$ cat src/rtl/decode_pkg.sv
// rtl/decode_pkg.sv - opcodes, immediate formats and source-use decode for the decode stage
package decode_pkg;

    localparam logic [6:0] LOAD   = 7'b0000011;
    localparam logic [6:0] STORE  = 7'b0100011;
    localparam logic [6:0] BRANCH = 7'b1100011;
    localparam logic [6:0] OP     = 7'b0110011;
    localparam logic [6:0] OP_IMM = 7'b0010011;
    localparam logic [6:0] JAL    = 7'b1101111;
    localparam logic [6:0] JALR   = 7'b1100111;
    localparam logic [6:0] LUI    = 7'b0110111;
    localparam logic [6:0] AUIPC  = 7'b0010111;

    typedef enum logic [2:0] {
        IMM_NONE,
        IMM_I,
        IMM_S,
        IMM_B,
        IMM_U,
        IMM_J
    } imm_type_e;

    function automatic imm_type_e imm_type(input logic [6:0] opcode);
        case (opcode)
            LOAD, OP_IMM, JALR: return IMM_I;
            STORE:              return IMM_S;
            BRANCH:             return IMM_B;
            LUI, AUIPC:         return IMM_U;
            JAL:                return IMM_J;
            default:            return IMM_NONE;
        endcase
    endfunction

    // Returns {use_rs1, use_rs2}
    function automatic logic [1:0] src_use(input logic [6:0] opcode);
        case (opcode)
            OP, STORE, BRANCH:  return 2'b11;
            LOAD, OP_IMM, JALR: return 2'b10;
            default:            return 2'b00;
        endcase
    endfunction

endpackage

$ cat src/rtl/imm_gen.sv
// rtl/imm_gen.sv - RV32I immediate extraction, purely combinational
module imm_gen
    import decode_pkg::*;
(
    input  logic [31:0] inst,
    input  imm_type_e   sel,
    output logic [31:0] imm
);

    always_comb begin
        imm = '0;
        case (sel)
            IMM_I:   imm = {{20{inst[31]}}, inst[31:20]};
            IMM_S:   imm = {{20{inst[31]}}, inst[31:25], inst[11:7]};
            IMM_B:   imm = {{19{inst[31]}}, inst[31], inst[7], inst[30:25], inst[11:8], 1'b0};
            IMM_U:   imm = {inst[31:12], 12'b0};
            IMM_J:   imm = {{11{inst[31]}}, inst[31], inst[19:12], inst[20], inst[30:21], 1'b0};
            default: imm = '0;
        endcase
    end

endmodule

$ cat src/rtl/decode_regfile_sb.sv
// rtl/decode_regfile_sb.sv - decode stage: 2R/2W register file, immediate generator, load scoreboard
module decode_regfile_sb
    import decode_pkg::*;
#(
    parameter int              XLEN     = 32,
    parameter int              NREGS    = 32,
    parameter int              INIT_IDX = 31,
    parameter logic [XLEN-1:0] INIT_VAL = 32'hFFFFFC00,
    parameter int              BYPASS   = 1,
    localparam int             RW       = $clog2(NREGS)
) (
    input  logic            clk,
    input  logic            rst,
    input  logic [31:0]     inst,
    input  logic            issue_valid,
    output logic            issue_ready,
    output logic [XLEN-1:0] rs1_data,
    output logic [XLEN-1:0] rs2_data,
    output logic [XLEN-1:0] imm32,
    input  logic            alu_wb_valid,
    input  logic [RW-1:0]   alu_wb_rd,
    input  logic [XLEN-1:0] alu_wb_data,
    input  logic            mem_wb_valid,
    input  logic [RW-1:0]   mem_wb_rd,
    input  logic [XLEN-1:0] mem_wb_data,
    output logic [RW:0]     pending_cnt,
    output logic            sb_err
);

    logic [XLEN-1:0]  regs [NREGS];
    logic [NREGS-1:0] pending;
    logic [NREGS-1:0] pending_nxt;
    logic [RW:0]      cnt_nxt;
    logic [6:0]       opcode;
    logic [RW-1:0]    rs1_idx;
    logic [RW-1:0]    rs2_idx;
    logic [RW-1:0]    rd_idx;
    logic [1:0]       use_src;
    logic [31:0]      imm_raw;
    logic             mem_hit1, mem_hit2, alu_hit1, alu_hit2;
    logic             haz1, haz2;
    logic             ld_set, mem_clr, alu_wr;
    logic             err_now;

    assign opcode  = inst[6:0];
    assign rs1_idx = inst[15 +: RW];
    assign rs2_idx = inst[20 +: RW];
    assign rd_idx  = inst[7 +: RW];
    assign use_src = src_use(opcode);

    imm_gen u_imm_gen (
        .inst (inst),
        .sel  (imm_type(opcode)),
        .imm  (imm_raw)
    );

    assign imm32 = XLEN'($signed(imm_raw));

    // Same-cycle forwarding; the load return outranks the ALU result
    assign mem_hit1 = (BYPASS != 0) && mem_wb_valid && (mem_wb_rd == rs1_idx);
    assign mem_hit2 = (BYPASS != 0) && mem_wb_valid && (mem_wb_rd == rs2_idx);
    assign alu_hit1 = (BYPASS != 0) && alu_wb_valid && (alu_wb_rd == rs1_idx);
    assign alu_hit2 = (BYPASS != 0) && alu_wb_valid && (alu_wb_rd == rs2_idx);

    assign rs1_data = (rs1_idx == '0) ? '0 : mem_hit1 ? mem_wb_data
                    : alu_hit1 ? alu_wb_data : regs[rs1_idx];
    assign rs2_data = (rs2_idx == '0) ? '0 : mem_hit2 ? mem_wb_data
                    : alu_hit2 ? alu_wb_data : regs[rs2_idx];

    assign haz1 = use_src[1] && (rs1_idx != '0) && pending[rs1_idx] && !mem_hit1;
    assign haz2 = use_src[0] && (rs2_idx != '0) && pending[rs2_idx] && !mem_hit2;
    assign issue_ready = rst || !(haz1 || haz2);

    assign ld_set  = issue_valid && issue_ready && (opcode == LOAD) && (rd_idx != '0);
    assign mem_clr = mem_wb_valid && (mem_wb_rd != '0);
    assign alu_wr  = alu_wb_valid && (alu_wb_rd != '0);

    // A load issued onto the rd being returned this cycle is a legal re-use, not an error
    assign err_now = (mem_clr && !pending[mem_wb_rd])
                  || (alu_wr && pending[alu_wb_rd])
                  || (ld_set && pending[rd_idx] && !(mem_clr && (mem_wb_rd == rd_idx)))
                  || (alu_wr && mem_clr && (alu_wb_rd == mem_wb_rd));

    always_comb begin
        pending_nxt = pending;
        if (mem_clr) pending_nxt[mem_wb_rd] = 1'b0;
        if (ld_set)  pending_nxt[rd_idx]    = 1'b1;
    end

    always_comb begin
        cnt_nxt = '0;
        for (int i = 0; i < NREGS; i++) begin
            cnt_nxt = cnt_nxt + {{RW{1'b0}}, pending_nxt[i]};
        end
    end

    always_ff @(posedge clk) begin
        if (rst) begin
            for (int i = 0; i < NREGS; i++) begin
                regs[i] <= (i == INIT_IDX) ? INIT_VAL : '0;
            end
            pending     <= '0;
            pending_cnt <= '0;
            sb_err      <= 1'b0;
        end else begin
            if (alu_wr)  regs[alu_wb_rd] <= alu_wb_data;
            if (mem_clr) regs[mem_wb_rd] <= mem_wb_data;
            pending     <= pending_nxt;
            pending_cnt <= cnt_nxt;
            if (err_now) sb_err <= 1'b1;
        end
    end

endmodule

$ cat config.mk
export PLATFORM = sky130hd
export DESIGN_NAME = decode_regfile_sb
export DESIGN_NICKNAME = d
export VERILOG_FILES = /design/src/rtl/decode_pkg.sv /design/src/rtl/imm_gen.sv /design/src/rtl/decode_regfile_sb.sv
export SDC_FILE = /design/constraint.sdc
export NUM_CORES = 2
export LEC_CHECK = 0
export BUFFER_PORTS_ARGS = -buffer_cell sky130_fd_sc_hd__buf_2
export CAP_MARGIN = 5
export CORE_ASPECT_RATIO = 0.5
export CORE_MARGIN = 8
export CORE_UTILIZATION = 40
export CTS_CLUSTER_SIZE = 28
export DETAILED_ROUTE_END_ITERATION = 8
export SLEW_MARGIN = 10
export SYNTH_ARGS = -nofsm -noshare
export SYNTH_HDL_FRONTEND = slang
export SYNTH_SLANG_ARGS = --single-unit
export TNS_END_PERCENT = 10
$ cat constraint.sdc
create_clock -name clk -period 6.75 [get_ports clk]
set_clock_uncertainty 0.1 [all_clocks]
set_input_delay 0.3375 -clock clk [delete_from_list [all_inputs] [get_ports clk]]
set_output_delay 0.3375 -clock clk [all_outputs]
set_load 0.05 [all_outputs]
==> flow_summary_export.csv <==
group,metric,value,unit
sta,achievable-frequency,0.159,GHz
drt,drtIter0Drc,9694,
critical_path,regToRegSetupSlack,0.46,ns
sta,fin_crit_sh,93.2,%
cts,cts.reportedPaths.clkPinSlew,0.07,ns
final_layout,layout-drive-gt1-share,29.8,%
placed_design,gp_congestion,0.934,
placed_design,numPortBuffers,214,
power_and_ir_drop,intPower,0.0118,W
drt,drc_errors,0,
global_route,grt_most_used_layer,"met2",
critical_path,rr_endpoint,"pending_cnt[4]",
placed_design,placed_cell_area,67900,um^2
min_path,hold_path_sink,"sb_err",
logic_synthesis,synth_area_leaders,"edfxtp_1, mux4_2, a22o_1",
cts,clockBufferDepth,3,
outcome,status,"finished, final reports clean",
sta,timing_max_transition_violations_final,0,
power_and_ir_drop,comb_power_share,17.0,%
critical_path,worst_setup_path_start_kind,"register",
critical_path,critical_path_arrival,6.80,ns
critical_path,rr_startpoint,"pending[14]",
power_and_ir_drop,sw_ratio,29.2,%
sta,rsz_0062_raised_after_global_routing,"false",
logic_synthesis,yosys_warnings,0,
final_layout,final_core_util,44.5,%
critical_path,required_time_reported_for_the_critical_path_endpoint,7.25,ns
critical_path,crit_path_category,"register to register",
sta,setup_tns,0,ns
final_layout,synthToLayoutAreaGrowth,10.7,%
min_path,min_path_type,"input port to register",
global_route,track_usage,32.5,%
logic_synthesis,post_synth_inst_count,4601,
sta,max_slew.worst_pin.slew,1.39,ns
floorplanning,die_x,584,um
power_and_ir_drop,p_clk_share,36.2,%
drt,post_drt_wl_per_cell,43.9,um
sta,setup_viol_count_final,0,
cts,clock_root_buffer,"clkbuf_16",
cts,cts_num_sinks,1063,
global_route,grt_antenna_before_repair,41,
placed_design,hpwlAfterDp,169,mm
critical_path,reg2regPathDepth,21,
floorplanning,fp.dieH,300,um
logic_synthesis,post_synthesis_instance_area,64400,um^2
critical_path,path_max_fanout,24,
floorplanning,start_util,40.2,%
global_route,globalRouteOverflowTotal,0,
cts,cts-resized-gates,0,
global_route,global_route_wire_length_before_repair,399,mm
final_layout,stdcell_area,71400,um^2
min_path,hold_start,"mem_wb_rd[3]",
drt,route.vias.total,51500,
sta,slew_headroom,6.78,%
floorplanning,die_area,175000,um^2
power_and_ir_drop,pwr-share-seq,46.9,%
floorplanning,placementRows,104,
floorplanning,pin_count,215,
logic_synthesis,synth_edf_count,1024,
logic_synthesis,postSynth.topFlopCell,"edfxtp_1",
drt,antenna_violating_nets_post_route,0,
sta,hold_viol,0,
cts,worstSkewPairLatency,0.74,ns
sta,finalWorstPathRequiredPeriod,6.29,ns
floorplanning,core_region_area,160000,um^2
logic_synthesis,ys_seq_elements,1063,
power_and_ir_drop,vdd_ir_drop_max,0.000206,V
logic_synthesis,synth_cell_type_count,67,
cts,clock_tree_from_tritoncts,"yes",
cts,number_of_h_tree_levels,3,
logic_synthesis,yosys.area.top_type,"edfxtp_1",
logic_synthesis,yosysSeqAreaShare,48.9,%
final_layout,layout.nets,4617,
cts,inserted_clock_buffers,105,
sta,hold_slack,0.0773,ns
global_route,groute.layer.met1.usage,42.0,%
logic_synthesis,synth_top_cells_by_count,"edfxtp_1, a22o_1, mux4_2, clkbuf_1, nand2_1",
logic_synthesis,synth.avg_cell_area,14.0,um^2
global_route,maximum_number_of_pins_on_one_net_before_global_route_repair,120,
global_route,groute.layer.met2.usage,44.6,%
power_and_ir_drop,power.density,234,nW/um^2
cts,hold_buffers,1,
final_layout,fill_cells,14200,
logic_synthesis,synth_most_common_cell,"edfxtp_1",
power_and_ir_drop,static-leakage-power,24.2,nW
logic_synthesis,synthDominantCellAreaShare,47.7,%
drt,routed_via_density,7.62,
cts,cts_setup_buffers,0,
min_path,hold_path_depth,4,
flow_run,max_cap_viol_count,0,
critical_path,type_of_element_capturing_the_critical_path,"register",
power_and_ir_drop,total_switching_power,0.00488,W
global_route,grt_pass1_vias,49700,
logic_synthesis,asyncSetResetFlopFracSynth,0,%
global_route,grtUsageMet3,15.2,%
drt,number_of_optimization_iterations_in_the_first_detailed_route_pass,7,
drt,postRouteWirelength,297,mm
power by group through the flow:
stage               clock, W  sequential [W]  combinational (W)
floorplan                  0         0.00789            0.00181
global placement           0         0.00790            0.00273
detailed placement         0         0.00794            0.00274
CTS                  0.00600         0.00780            0.00275
global route         0.00626         0.00785            0.00287
finish               0.00603         0.00782            0.00283
critical path, cell delays in order (launching register included):
cell and delay, ns:
dfxtp_1 0.37, mux4_2 0.48, nand3b_1 0.11, o2111ai_1 0.14, nand4_1 0.18, buf_12 0.19
a21oi_1 0.12, fa_1 0.55, inv_1 0.06, fa_1 0.47, inv_1 0.05, fa_1 0.50
inv_1 0.05, fa_1 0.56, fa_1 0.46, fa_1 0.47, ha_1 0.24, fa_1 0.44
a21o_1 0.19, a21oi_1 0.17, xor2_1 0.17, nor2_1 0.05
registers in the layout (all words and copies together) (netlist names):
name         flops
regs          1024
pending_cnt      6
pending         32
sb_err           1
cell families (layout without fill, tap and decap cells):
logic type,Yosys count,in the layout,synth area share [%]
AO/OA/AOI/OAI,1407,1407,17.6
flip-flops,1063,1063,48.9
multiplexers,782,782,23.3
buffers and inverters,732,661,4.89
AND/OR/NAND/NOR,552,552,3.98
XOR/XNOR,33,33,0.448
adder cells (fa/ha/maj),31,31,0.881
other,1,56,0.00582
worst max path at each step:
stage                startpoint              to  slack [ns]  cells after the start
global route        pending[14]  pending_cnt[4]        0.25                     21
detailed placement      inst[4]  pending_cnt[4]        0.05                     20
floorplan              inst[15]  pending_cnt[4]        0.48                     24
CTS                 pending[14]  pending_cnt[4]        0.42                     21
global placement        inst[4]  pending_cnt[4]        0.03                     20
finish              pending[14]  pending_cnt[4]        0.46                     21
per-stage QoR:
step / std cells / worst slack [ns] / power, W
finish: 6758 / 0.458 / 0.0167
global route: 6751 / 0.251 / 0.0170
CTS: 6734 / 0.419 / 0.0166
detailed placement: 6540 / 0.0517 / 0.0107
global placement: 6540 / 0.0287 / 0.0106
floorplan: 4632 / 0.478 / 0.00970
cell usage in the layout, fill, tap and decap left out, drive strengths merged, types with 13 or more instances in the layout:
cell	instances
a21o	21
a21oi	77
a221o	13
a22o	938
a22oi	53
a31oi	22
and2	20
buf	443
clkbuf	123
clkinv	54
conb	32
dfxtp	39
diode	24
edfxtp	1024
fa	24
inv	26
mux2	80
mux2i	138
mux4	564
nand2	197
nand3	59
nand4	13
nor2	124
nor2b	27
nor3	55
o211ai	28
o21ai	118
o221a	17
o22a	22
o22ai	49
xor2	21
layer usage:
layer | vias up | wire [um]
met2 | 5465 | 120000
met5 | - | 288
met1 | 26200 | 103000
met3 | 1045 | 53500
met4 | 18 | 19900
li1 | 18800 | -
layout make-up:
class                           instances  area (um^2)  area share (%)
Timing Repair Buffer                  444         2980            4.17
Antenna cell                           24         60.1          0.0841
Sequential cell                      1063        31500            44.2
Tap cell                             2173         2720            3.81
Clock buffer                          123         2760            3.87
Clock inverter                         70          604           0.847
Inverter                               24         90.1           0.126
Multi-Input combinational cell       2837        30600            42.9
No activity file was read; power rests on OpenSTA's default activity.
